File: config.mk
export PLATFORM = sky130hd
export DESIGN_NAME = plot_write_queue_flat
export DESIGN_NICKNAME = d
export VERILOG_FILES = /design/src/rtl/line_draw_pkg.sv /design/src/rtl/plot_write_queue_if.sv /design/src/rtl/plot_fifo.sv /design/src/rtl/plot_write_queue.sv /design/src/flat_wrapper.sv
export SDC_FILE = /design/constraint.sdc
export NUM_CORES = 1
export LEC_CHECK = 0
export CAP_MARGIN = 20
export CORE_MARGIN = 2
export CORE_UTILIZATION = 50
export DETAILED_ROUTE_END_ITERATION = 6
export HOLD_SLACK_MARGIN = 0.08
export PLACE_DENSITY = 0.71
export SLEW_MARGIN = 25
export SYNTH_ARGS = -nofsm -noshare
export SYNTH_HDL_FRONTEND = slang
export SYNTH_SLANG_ARGS = --single-unit
File: constraint.sdc
create_clock -name clk -period 3.23 [get_ports clk]
set_input_delay 0.646 -clock clk [delete_from_list [all_inputs] [get_ports clk]]
set_output_delay 0.646 -clock clk [all_outputs]
set_load 0.01 [all_outputs]
File: src/rtl/line_draw_pkg.sv
// Screen geometry and state encoding shared by the line-drawing datapath and
// the framebuffer write queue.
package line_draw_pkg;

    localparam int ADDR_W = 17;

    localparam logic [8:0]        SCREEN_W  = 9'd320;
    localparam logic [7:0]        SCREEN_H  = 8'd240;
    localparam logic [ADDR_W-1:0] LAST_ADDR = 17'd76799;

    typedef enum logic {RUN, CLEAR} state_t;

    // y*320 + x built from two shifts so no multiplier is inferred.
    function automatic logic [ADDR_W-1:0] pixel_addr(input logic [8:0] x, input logic [7:0] y);
        return ({9'd0, y} << 8) + ({9'd0, y} << 6) + {8'd0, x};
    endfunction

endpackage

File: src/rtl/plot_write_queue_if.sv
// Plot request stream, clear request and framebuffer write port of the queue.
interface plot_write_queue_if #(parameter int COLOR_W = 3);

    logic                            plot;
    logic [8:0]                      plot_x;
    logic [7:0]                      plot_y;
    logic [COLOR_W-1:0]              plot_color;
    logic                            plot_ready;
    logic                            clear;
    logic [COLOR_W-1:0]              clear_color;
    logic                            mem_grant;
    logic                            mem_we;
    logic [line_draw_pkg::ADDR_W-1:0] mem_addr;
    logic [COLOR_W-1:0]              mem_data;

    modport master (
        output plot, plot_x, plot_y, plot_color, clear, clear_color, mem_grant,
        input  plot_ready, mem_we, mem_addr, mem_data
    );

    modport slave (
        input  plot, plot_x, plot_y, plot_color, clear, clear_color, mem_grant,
        output plot_ready, mem_we, mem_addr, mem_data
    );

endinterface

File: src/rtl/plot_fifo.sv
// Synchronous FIFO; the head entry is visible on dout while not empty.
module plot_fifo #(
    parameter int DEPTH = 4,
    parameter int WIDTH = 20
) (
    input  logic                     clk,
    input  logic                     reset,
    input  logic                     push,
    input  logic                     pop,
    input  logic [WIDTH-1:0]         din,
    output logic [WIDTH-1:0]         dout,
    output logic                     full,
    output logic                     empty,
    output logic [$clog2(DEPTH):0]   count
);

    localparam int PTR_W = $clog2(DEPTH);
    localparam int CNT_W = PTR_W + 1;

    logic [WIDTH-1:0] mem [DEPTH];
    logic [PTR_W-1:0] wr_ptr;
    logic [PTR_W-1:0] rd_ptr;
    logic             do_push;
    logic             do_pop;

    assign full    = (count == CNT_W'(DEPTH));
    assign empty   = (count == '0);
    assign do_push = push && !full;
    assign do_pop  = pop && !empty;
    assign dout    = mem[rd_ptr];

    always_ff @(posedge clk) begin
        if (reset) begin
            wr_ptr <= '0;
            rd_ptr <= '0;
            count  <= '0;
        end else begin
            if (do_push) wr_ptr <= wr_ptr + 1'b1;
            if (do_pop)  rd_ptr <= rd_ptr + 1'b1;
            case ({do_push, do_pop})
                2'b10:   count <= count + 1'b1;
                2'b01:   count <= count - 1'b1;
                default: count <= count;
            endcase
        end
    end

    // Storage carries no reset; only pointers and occupancy define validity.
    always_ff @(posedge clk) begin
        if (do_push) mem[wr_ptr] <= din;
    end

endmodule

File: src/rtl/plot_write_queue.sv
// Range-checks plot strobes, queues their framebuffer addresses and drains
// them on granted slots; also sweeps the whole screen on a clear request.
module plot_write_queue
    import line_draw_pkg::*;
#(
    parameter int DEPTH   = 4,
    parameter int COLOR_W = 3
) (
    input  logic               clk,
    input  logic               reset,
    plot_write_queue_if.slave  bus,
    output logic [7:0]         dropped_count,
    output logic               idle
);

    localparam int CNT_W   = $clog2(DEPTH) + 1;
    localparam int ENTRY_W = ADDR_W + COLOR_W;

    function automatic logic [7:0] sat_inc8(input logic [7:0] v);
        return (v == 8'hFF) ? v : v + 8'd1;
    endfunction

    state_t              state;
    logic                clear_pending;
    logic [ADDR_W-1:0]   clear_addr;
    logic [COLOR_W-1:0]  clear_color_q;

    logic                in_range;
    logic                accept;
    logic                push;
    logic                pop;
    logic                fifo_full;
    logic                fifo_empty;
    logic [CNT_W-1:0]    fifo_count;
    logic [ENTRY_W-1:0]  head;
    logic [ADDR_W-1:0]   plot_addr;

    assign in_range  = (bus.plot_x < SCREEN_W) && (bus.plot_y < SCREEN_H);
    assign plot_addr = pixel_addr(bus.plot_x, bus.plot_y);

    // A full FIFO refuses even when it pops this cycle, keeping ready off the grant path.
    assign bus.plot_ready = !reset && (state == RUN) && !clear_pending && !fifo_full;
    assign accept         = bus.plot && bus.plot_ready;
    assign push           = accept && in_range;
    assign pop            = !reset && (state == RUN) && !fifo_empty && bus.mem_grant;

    assign idle = fifo_empty && (state == RUN) && !clear_pending;

    plot_fifo #(
        .DEPTH (DEPTH),
        .WIDTH (ENTRY_W)
    ) u_fifo (
        .clk   (clk),
        .reset (reset),
        .push  (push),
        .pop   (pop),
        .din   ({plot_addr, bus.plot_color}),
        .dout  (head),
        .full  (fifo_full),
        .empty (fifo_empty),
        .count (fifo_count)
    );

    always_comb begin
        bus.mem_we   = 1'b0;
        bus.mem_addr = '0;
        bus.mem_data = '0;
        if (state == CLEAR) begin
            bus.mem_we   = bus.mem_grant && !reset;
            bus.mem_addr = clear_addr;
            bus.mem_data = clear_color_q;
        end else if (!fifo_empty) begin
            bus.mem_we   = pop;
            bus.mem_addr = head[ENTRY_W-1:COLOR_W];
            bus.mem_data = head[COLOR_W-1:0];
        end
    end

    always_ff @(posedge clk) begin
        if (reset) begin
            state         <= RUN;
            clear_pending <= 1'b0;
            clear_addr    <= '0;
            dropped_count <= '0;
        end else begin
            if (accept && !in_range) dropped_count <= sat_inc8(dropped_count);
            case (state)
                RUN: begin
                    if (clear_pending && (fifo_count == '0)) begin
                        state         <= CLEAR;
                        clear_addr    <= '0;
                        clear_pending <= 1'b0;
                    end else if (bus.clear && !clear_pending) begin
                        clear_pending <= 1'b1;
                    end
                end
                CLEAR: begin
                    if (bus.mem_grant) begin
                        clear_addr <= clear_addr + ADDR_W'(1);
                        if (clear_addr == LAST_ADDR) state <= RUN;
                    end
                end
                default: state <= RUN;
            endcase
        end
    end

    // Fill colour is captured only when the request is actually taken.
    always_ff @(posedge clk) begin
        if (!reset && (state == RUN) && !clear_pending && bus.clear)
            clear_color_q <= bus.clear_color;
    end

endmodule

File: src/flat_wrapper.sv
// flat-port wrapper written by rule: the top's interface ports become plain ports
module plot_write_queue_flat import line_draw_pkg::*;
#(
    parameter int DEPTH   = 4,
    parameter int COLOR_W = 3
)
  (clk, reset, dropped_count, idle, bus_plot, bus_plot_x, bus_plot_y, bus_plot_color, bus_clear, bus_clear_color, bus_mem_grant, bus_plot_ready, bus_mem_we, bus_mem_addr, bus_mem_data);
  plot_write_queue_if #(.COLOR_W(COLOR_W)) bus_i ();
  input  logic clk;
  input  logic reset;
  output logic [7:0] dropped_count;
  output logic idle;
  input wire logic [$bits(bus_i.plot)-1:0] bus_plot;
  input wire logic [$bits(bus_i.plot_x)-1:0] bus_plot_x;
  input wire logic [$bits(bus_i.plot_y)-1:0] bus_plot_y;
  input wire logic [$bits(bus_i.plot_color)-1:0] bus_plot_color;
  input wire logic [$bits(bus_i.clear)-1:0] bus_clear;
  input wire logic [$bits(bus_i.clear_color)-1:0] bus_clear_color;
  input wire logic [$bits(bus_i.mem_grant)-1:0] bus_mem_grant;
  output wire logic [$bits(bus_i.plot_ready)-1:0] bus_plot_ready;
  output wire logic [$bits(bus_i.mem_we)-1:0] bus_mem_we;
  output wire logic [$bits(bus_i.mem_addr)-1:0] bus_mem_addr;
  output wire logic [$bits(bus_i.mem_data)-1:0] bus_mem_data;
  assign bus_i.plot = bus_plot;
  assign bus_i.plot_x = bus_plot_x;
  assign bus_i.plot_y = bus_plot_y;
  assign bus_i.plot_color = bus_plot_color;
  assign bus_i.clear = bus_clear;
  assign bus_i.clear_color = bus_clear_color;
  assign bus_i.mem_grant = bus_mem_grant;
  assign bus_plot_ready = bus_i.plot_ready;
  assign bus_mem_we = bus_i.mem_we;
  assign bus_mem_addr = bus_i.mem_addr;
  assign bus_mem_data = bus_i.mem_data;
  plot_write_queue #(.DEPTH(DEPTH), .COLOR_W(COLOR_W)) u_core (.clk(clk), .reset(reset), .bus(bus_i), .dropped_count(dropped_count), .idle(idle));
endmodule
==> results of run 1 <==
[worst max-delay path by stage]
stage                        from                                 end  slack [ns]  depth (start not counted)
floorplan           bus_plot_y[0]  u_core.u_fifo.mem[0][18]$_DFFE_PP_        0.52                          8
finish                   register                    bus_mem_addr[16]        0.19                          4
global placement    bus_plot_y[0]  u_core.u_fifo.mem[0][18]$_DFFE_PP_       -0.09                          9
CTS                      register                     bus_mem_addr[4]        0.15                          4
detailed placement  bus_plot_y[0]  u_core.u_fifo.mem[3][18]$_DFFE_PP_       -0.17                          9
global route             register                     bus_mem_addr[4]        0.08                          4
[cell families after synthesis]
group,share of synthesized area
buffers and inverters,0.02825
AO/OA/AOI/OAI,0.1186
AND/OR/NAND/NOR,0.1110
multiplexers,0.08542
XOR/XNOR,0.01582
adder cells (fa/ha/maj),0.06056
flip-flops,0.5803
[power groups by stage]
| stage | Clock [mW] | Sequential [mW] | Combinational (mW) |
|---|---|---|---|
| 2_1_floorplan | 0 | 1.74 | 0.293 |
| 3_3_place_gp | 0 | 1.75 | 0.470 |
| 3_5_place_dp | 0 | 1.75 | 0.484 |
| 4_1_cts | 1.75 | 1.72 | 0.487 |
| 5_1_grt | 1.80 | 1.72 | 0.528 |
| 6_report | 1.71 | 1.72 | 0.484 |
[routing by layer]
| layer | track usage | share of wire | wire, µm | up-vias |
|---|---|---|---|---|
| li1 | - | - | - | 1789 |
| met2 | 0.3354 | 0.49 | 5738 | 92 |
| met1 | 0.2762 | 0.45 | 5212 | 1873 |
| met3 | 0.05619 | 0.052 | 607 | 12 |
| met4 | 0.09584 | 0.013 | 154 | 0 |
| met5 | 0 | 0 | 0 | - |
[cell usage after synthesis, types with 3 or more instances]
cell	instances	area share
nand4_1	3	0.0034
xor2_1	4	0.0063
nor2_1	21	0.014
xnor2_1	6	0.0095
o21ai_0	13	0.012
a22o_1	20	0.032
dfxtp_1	36	0.13
or4_1	10	0.014
nor3_1	3	0.0027
ha_1	22	0.050
and3_1	8	0.0090
and4_1	6	0.0095
mux4_2	20	0.081
o31ai_1	8	0.011
edfxtp_1	83	0.45
and2_1	6	0.0068
nand2_1	10	0.0068
inv_1	19	0.013
buf_2	5	0.0045
o21a_1	4	0.0054
clkbuf_1	8	0.0054
fa_1	3	0.011
nor4_1	3	0.0034
a21oi_1	29	0.026
or3_1	5	0.0056
nand3_1	14	0.013
[state kept, by name, indices dropped and copies added, names as in the netlist, named ones only]
name / cells
u_core.u_fifo.mem: 80
u_core.clear_addr: 17
u_core.u_fifo.wr_ptr: 2
u_core.dropped_count: 8
u_core.clear_pending: 1
u_core.u_fifo.rd_ptr: 2
u_core.u_fifo.count: 3
u_core.clear_color_q: 3
u_core.state: 1
[worst register-to-register path, cell delays in order (launching register included)]
cell and delay (ns):
dfxtp_1 0.40, or3b_2 0.53, nand3_1 0.15, nor2_1 0.07, inv_1 0.06, ha_1 0.17, inv_1 0.06, fa_1 0.38
xor2_1 0.16, or3_1 0.31, a21oi_1 0.14
[through the flow]
step	total power, mW	instance area, µm²	TNS, ns	utilization
2_1_floorplan	2.033	5537	0	-
3_3_place_gp	2.216	6347	-0.4282	0.5855
3_5_place_dp	2.232	6347	-1.173	0.5855
4_1_cts	3.950	6888	0	0.6354
5_1_grt	4.046	6888	0	0.6354
6_report	3.912	6888	0	0.6354
[cell type report]
class,count,area [µm²]
timing repair buffer,75,720.7
multi-input combinational,257,2167
clock buffer,17,414.1
inverter,19,71.32
tap,140,175.2
fill,846,3953
clock inverter,15,126.4
sequential,119,3213
[cell usage in the layout, fill, tap and decap left out, drive strengths merged, types with 5 or more instances in the layout]
master	instances
a21oi	30
a22o	20
and2	6
and3	8
and4	6
buf	17
clkbuf	17
clkdlybuf4s50	58
clkinv	8
dfxtp	36
edfxtp	83
ha	22
inv	23
mux4	20
nand2	10
nand3	14
nor2	21
o21ai	15
o31ai	8
or3	5
or4	10
xnor2	6
==> impl_results.md, run 1 <==
* N_diodes at 0
* Crit path max fanout at 20
* Total core area at 0.01084 mm²
* TritonRoute pass-1 iters at 5
* Die Area at 0.01193 mm²
* Ys flop type: edfxtp_1
* Routed Antenna Nets at 0
* Worst slew pin tran at 0.8572 ns
* Port buffer count at 58
* Row count at 38
* Die Wd at 109.2 µm
* Net Sw Frac at 0.2477
* Crit Path Class: register to output port
* DRT iter0 DRCs at 253
* Final-report setup violation count at 0
* Maximum VDD drop at 0.4193 mV
* Setup Fix Bufs, Post-CTS at 0
* CP max stage delay at 0.58 ns
* Clock sink count at 119
* Critical-path cell list: buf_12, mux4_2, a22o_1, clkdlybuf4s50_1
* Worst Reg-to-Reg Cells at 10
* Vias in the first global route at 3678
* WP buf/inv at 2
* Delay-heaviest family, CP: buffers and inverters
* FF+latch count, synth at 119
* Area grow syn2layout at 24.41%
* Cells after DPL at 610
* Global-route wire length before repair at 18440 µm
* Syn Area/Cell at 13.44 µm²
* Sequential area share after synthesis at 0.5803
* Clock root cell: clkbuf_8
* Cell Area, Synth at 0.005537 mm²
* Outcome: finished clean
* Ys Warns at 0
* Hold-fix buffers at CTS at 0
* RSZ-0062 raised after global routing: no
* Min Tclk post-route at 3.038 ns
* H-tree depth at 4
* Largest net degree at the start of global routing at 22
* Final worst-path setup slack at 0.1916 ns
* Arrival @ worst endpoint at 2.39 ns
* Via count of the routed design at 3766
* GPL Wtd Cong at 0.8616
* Endpoint, Worst Hold: u_core.clear_addr[16]$_SDFFE_PP0P_
* GRT overflow at 0
* CTS tree: built
* Power per cell area at 568.0 mW/mm²
* Post-synth EDFFs at 83
* Synth unique cells at 55
* Reg power frac at 0.439
* Post-CTS resize count at 0
* CTS Buf Count at 17
* Comb power frac at 0.124
* Layout cells sized above 1 at 0.1514
* Clk_lat worst skew at 0.53 ns
* Syn_nets at 465
* Max-slew violation count at 0
* Via/cell ratio at 5.866
* Final wirelength at 11710 µm
* Ports at 59
* Worst R2R End: u_core.u_fifo.count[2]$_SDFFE_PP0P_
* Sw Pwr at 0.9692 mW
* Slowest-stage cell, CP: mux4_2
* Nets at 542
* Hold Vio Cnt, Final at 0
* Clock Power Share at 0.437
* Longest Clk Path Bufs at 2
* Dpl hpwl at 7720 µm
* Mean routed wirelength per cell at 18.24 µm
* Initial antenna violation count at 0
* Setup Skew at 0.01094 ns
* Final cell count without fillers at 642
* Clk slew on worst S/H paths at 0.06 ns
* Setup crit start kind: register
* R2R setup slack at 0.74 ns
* GRT Overall Usage at 0.2124
* Maxcap violations at 0
* Internal power at 2.943 mW
* Hold crit path type: register to register
* Leakage at 2.393 nW
* Tcrit/Tclk final at 0.9407
* Syn Inst Count at 412
* Initial core utilization at 0.5107
* Pre-CTS WS at -0.1717 ns
* Chip height at 109.2 µm
* DRC viols at 0
* Hold depth at 2
* Relative slew slack at 0.4285
* Asr flop ratio synth at 0
* Worst r2r src: u_core.u_fifo.count[2]$_SDFFE_PP0P_
* Worst hold slack at 0.5029 ns
* Maximum clock frequency at 0.3291 GHz
* Worst EP required at 2.58 ns
* Setup crit end kind: output port
* Hold Path Origin: u_core.clear_addr[16]$_SDFFE_PP0P_
Power figures use the tool's default switching activity.
==> run 2: changes to the inputs <==
Settings changed: CORE_ASPECT_RATIO set to 0.75.
==> run 2 against run 1 <==
Net effect:
- clock skew fell by 0.0037 ns
- sequential power barely moved
- wire length grew 3.1%
- critical path depth unchanged
- critical endpoint is now bus_mem_addr[5]
- non-clock buffer count up 3
- final cell count up 0.47%
- worst setup slack better by 0.0056 ns
- highest routed layer unchanged
- clock power up 6%
- register-to-register slack better by 0.03 ns
==> impl_results.md, run 2 (synthesized netlist as in run 1, its figures left out) <==
* Nets at 545 (+0.55%)
* Arrival @ worst endpoint at 2.39 ns (about the same)
* Crit Path Class: register to output port
* Crit path max fanout at 13 (-35%)
* Top sig layer: met4
* Die Wd at 125.5 µm (+15%)
* Setup crit start kind: register
* Worst hold slack at 0.5183 ns (+0.01532 ns)
* Ports at 59 (unchanged)
* Max-slew violation count at 0 (unchanged)
* Final-report setup violation count at 0 (unchanged)
* Worst slew pin tran at 0.8390 ns (-0.01823 ns)
* Commonest cells after routing, fill and taps aside: 83 x edfxtp_1, 58 x clkdlybuf4s50_1, 36 x dfxtp_1, 29 x a21oi_1, 22 x ha_1
* Clk slew on worst S/H paths at 0.05 ns (about the same)
* Chip height at 95.13 µm (-13%)
* Hold crit path type: register to register
* Maximum VDD drop at 0.4407 mV (+5.1%)
* GPL Wtd Cong at 0.8591 (-0.29%)
* Total core area at 0.01086 mm² (+0.17%)
* Global-route wire length before repair at 19380 µm (+5.1%)
* N_diodes at 0 (unchanged)
* Met2 wire len at 5542 µm (-3.4%)
* Setup Fix Bufs, Post-CTS at 0 (unchanged)
* Net Sw Frac at 0.2272 (-0.02050)
* H-tree depth at 4 (unchanged)
* Initial core utilization at 0.5099 (-0.0008827)
* Longest Clk Path Bufs at 2 (unchanged)
* Max reg flops at 80 (unchanged)
* Post-route setup TNS at 0 ns (unchanged)
* Tcrit/Tclk final at 0.9390 (-0.001726)
* RSZ-0062 raised after global routing: no
* Internal power at 3.117 mW (+5.9%)
* Via/cell ratio at 5.879 (+0.22%)
* Sw Pwr at 0.9166 mW (-5.4%)
* Mean routed wirelength per cell at 18.72 µm (+2.6%)
* Hold Vio Cnt, Final at 0 (unchanged)
* Relative slew slack at 0.4407 (+0.01215)
* CTS tree: built
* Power per cell area at 581.2 mW/mm² (+2.3%)
* Post-CTS resize count at 0 (unchanged)
* Via count of the routed design at 3792 (+0.69%)
* Clock root cell: clkbuf_16
* Clock sink count at 119 (unchanged)
* Maxcap violations at 0 (unchanged)
* Die Area at 0.01194 mm² (about the same)
* Initial antenna violation count at 0 (unchanged)
* Min Tclk post-route at 3.033 ns (-0.005574 ns)
* Most common cell after layout, fill and taps aside: edfxtp_1
* Met1 WL at 5490 µm (+5.3%)
* Area grow syn2layout at 25.36%
* DRC viols at 0 (unchanged)
* Hold-fix buffers at CTS at 0 (unchanged)
* GRT Overall Usage at 0.2168 (+0.004422)
* Final wirelength at 12070 µm (+3.1%)
* Routed Antenna Nets at 0 (unchanged)
* Biggest regs: u_core.u_fifo.mem x80, u_core.clear_addr x17, u_core.dropped_count x8
* Outcome: finished clean
* CTS Buf Count at 17 (unchanged)
* Largest net degree at the start of global routing at 22 (unchanged)
* Layout cells sized above 1 at 0.1426 (-0.008820)
* Clk_lat worst skew at 0.41 ns (-0.12 ns)
* Setup crit end kind: output port
* Wire length on met3 at 892 µm (+47%)
* Comb power frac at 0.122 (-0.002)
* Reg power frac at 0.426 (-0.013)
* DRT iter0 DRCs at 386 (+53%)
* Overall power at 4.034 mW (+3.1%)
* Port buffer count at 58 (unchanged)
* Most flops, register: u_core.u_fifo.mem
* Final Util at 0.6391 (+0.003741)
* Dpl hpwl at 8272 µm (+7.1%)
* Worst EP required at 2.58 ns (about the same)
* Row count at 33 (-13%)
* Vias in the first global route at 3741 (+1.7%)
* Clock Power Share at 0.452 (+0.015)
* Leakage at 2.412 nW (+0.82%)
* Maximum clock frequency at 0.3297 GHz (+0.18%)
* GRT overflow at 0 (unchanged)
* Setup Skew at 0.007252 ns (-0.003688 ns)
* Fillers at 823 (-2.7%)
* TritonRoute pass-1 iters at 5 (unchanged)
-- run 2: per-layer routing --
metal | track usage | vias up
met5 | 0 | -
met4 | 0.08519 | 0
met3 | 0.05387 | 15
met2 | 0.3311 | 131
met1 | 0.3027 | 1857
li1 | - | 1789
-- run 2: critical path: stages, from the launching register on --
cell	delay (ns)
dfxtp_1	0.66
buf_12	0.23
mux4_2	0.36
a22o_1	0.24
clkdlybuf4s50_1	0.48
-- run 2: cell type report --
| type | instances | area (µm²) | area share |
|---|---|---|---|
| flip-flops and latches | 119 | 3213 | 0.4630 |
| clock buffers | 20 | 436.7 | 0.06292 |
| repair buffers | 78 | 743.2 | 0.1071 |
| multi-input cells | 257 | 2167 | 0.3122 |
| clock inverters | 12 | 133.9 | 0.01929 |
| well taps | 140 | 175.2 | 0.02524 |
| inverters | 19 | 71.32 | 0.01028 |
-- run 2: per-stage QoR --
stage | setup slack (ns) | instance area (µm²) | cells
finish | 0.1971 | 6940 | 645
global route | 0.07849 | 6940 | 645
CTS | 0.1891 | 6940 | 645
detailed placement | -0.1135 | 6370 | 613
global placement | -0.06866 | 6370 | 613
floorplan | 0.5192 | 5537 | 412
-- run 2: path summary, 6_finish.rpt --
check | start | to | slack (ns) | cells past startpoint
worst max-delay path | register | bus_mem_addr[5] | 0.20 | 4
worst max register to register | u_core.u_fifo.count[2]$_SDFFE_PP0P_ | u_core.u_fifo.count[2]$_SDFFE_PP0P_ | 0.77 | 10
worst min register to register | u_core.dropped_count[7]$_SDFFE_PP0P_ | u_core.dropped_count[7]$_SDFFE_PP0P_ | 0.52 | 2
worst min-delay path | u_core.dropped_count[7]$_SDFFE_PP0P_ | u_core.dropped_count[7]$_SDFFE_PP0P_ | 0.52 | 2
-- run 2: power by group through the flow --
stage / clock, mW / sequential [mW] / combinational, mW
after detailed placement: 0 / 1.75 / 0.489
after CTS: 1.85 / 1.72 / 0.494
after global placement: 0 / 1.75 / 0.476
after global routing: 1.91 / 1.72 / 0.539
final: 1.82 / 1.72 / 0.493
after floorplan: 0 / 1.74 / 0.293
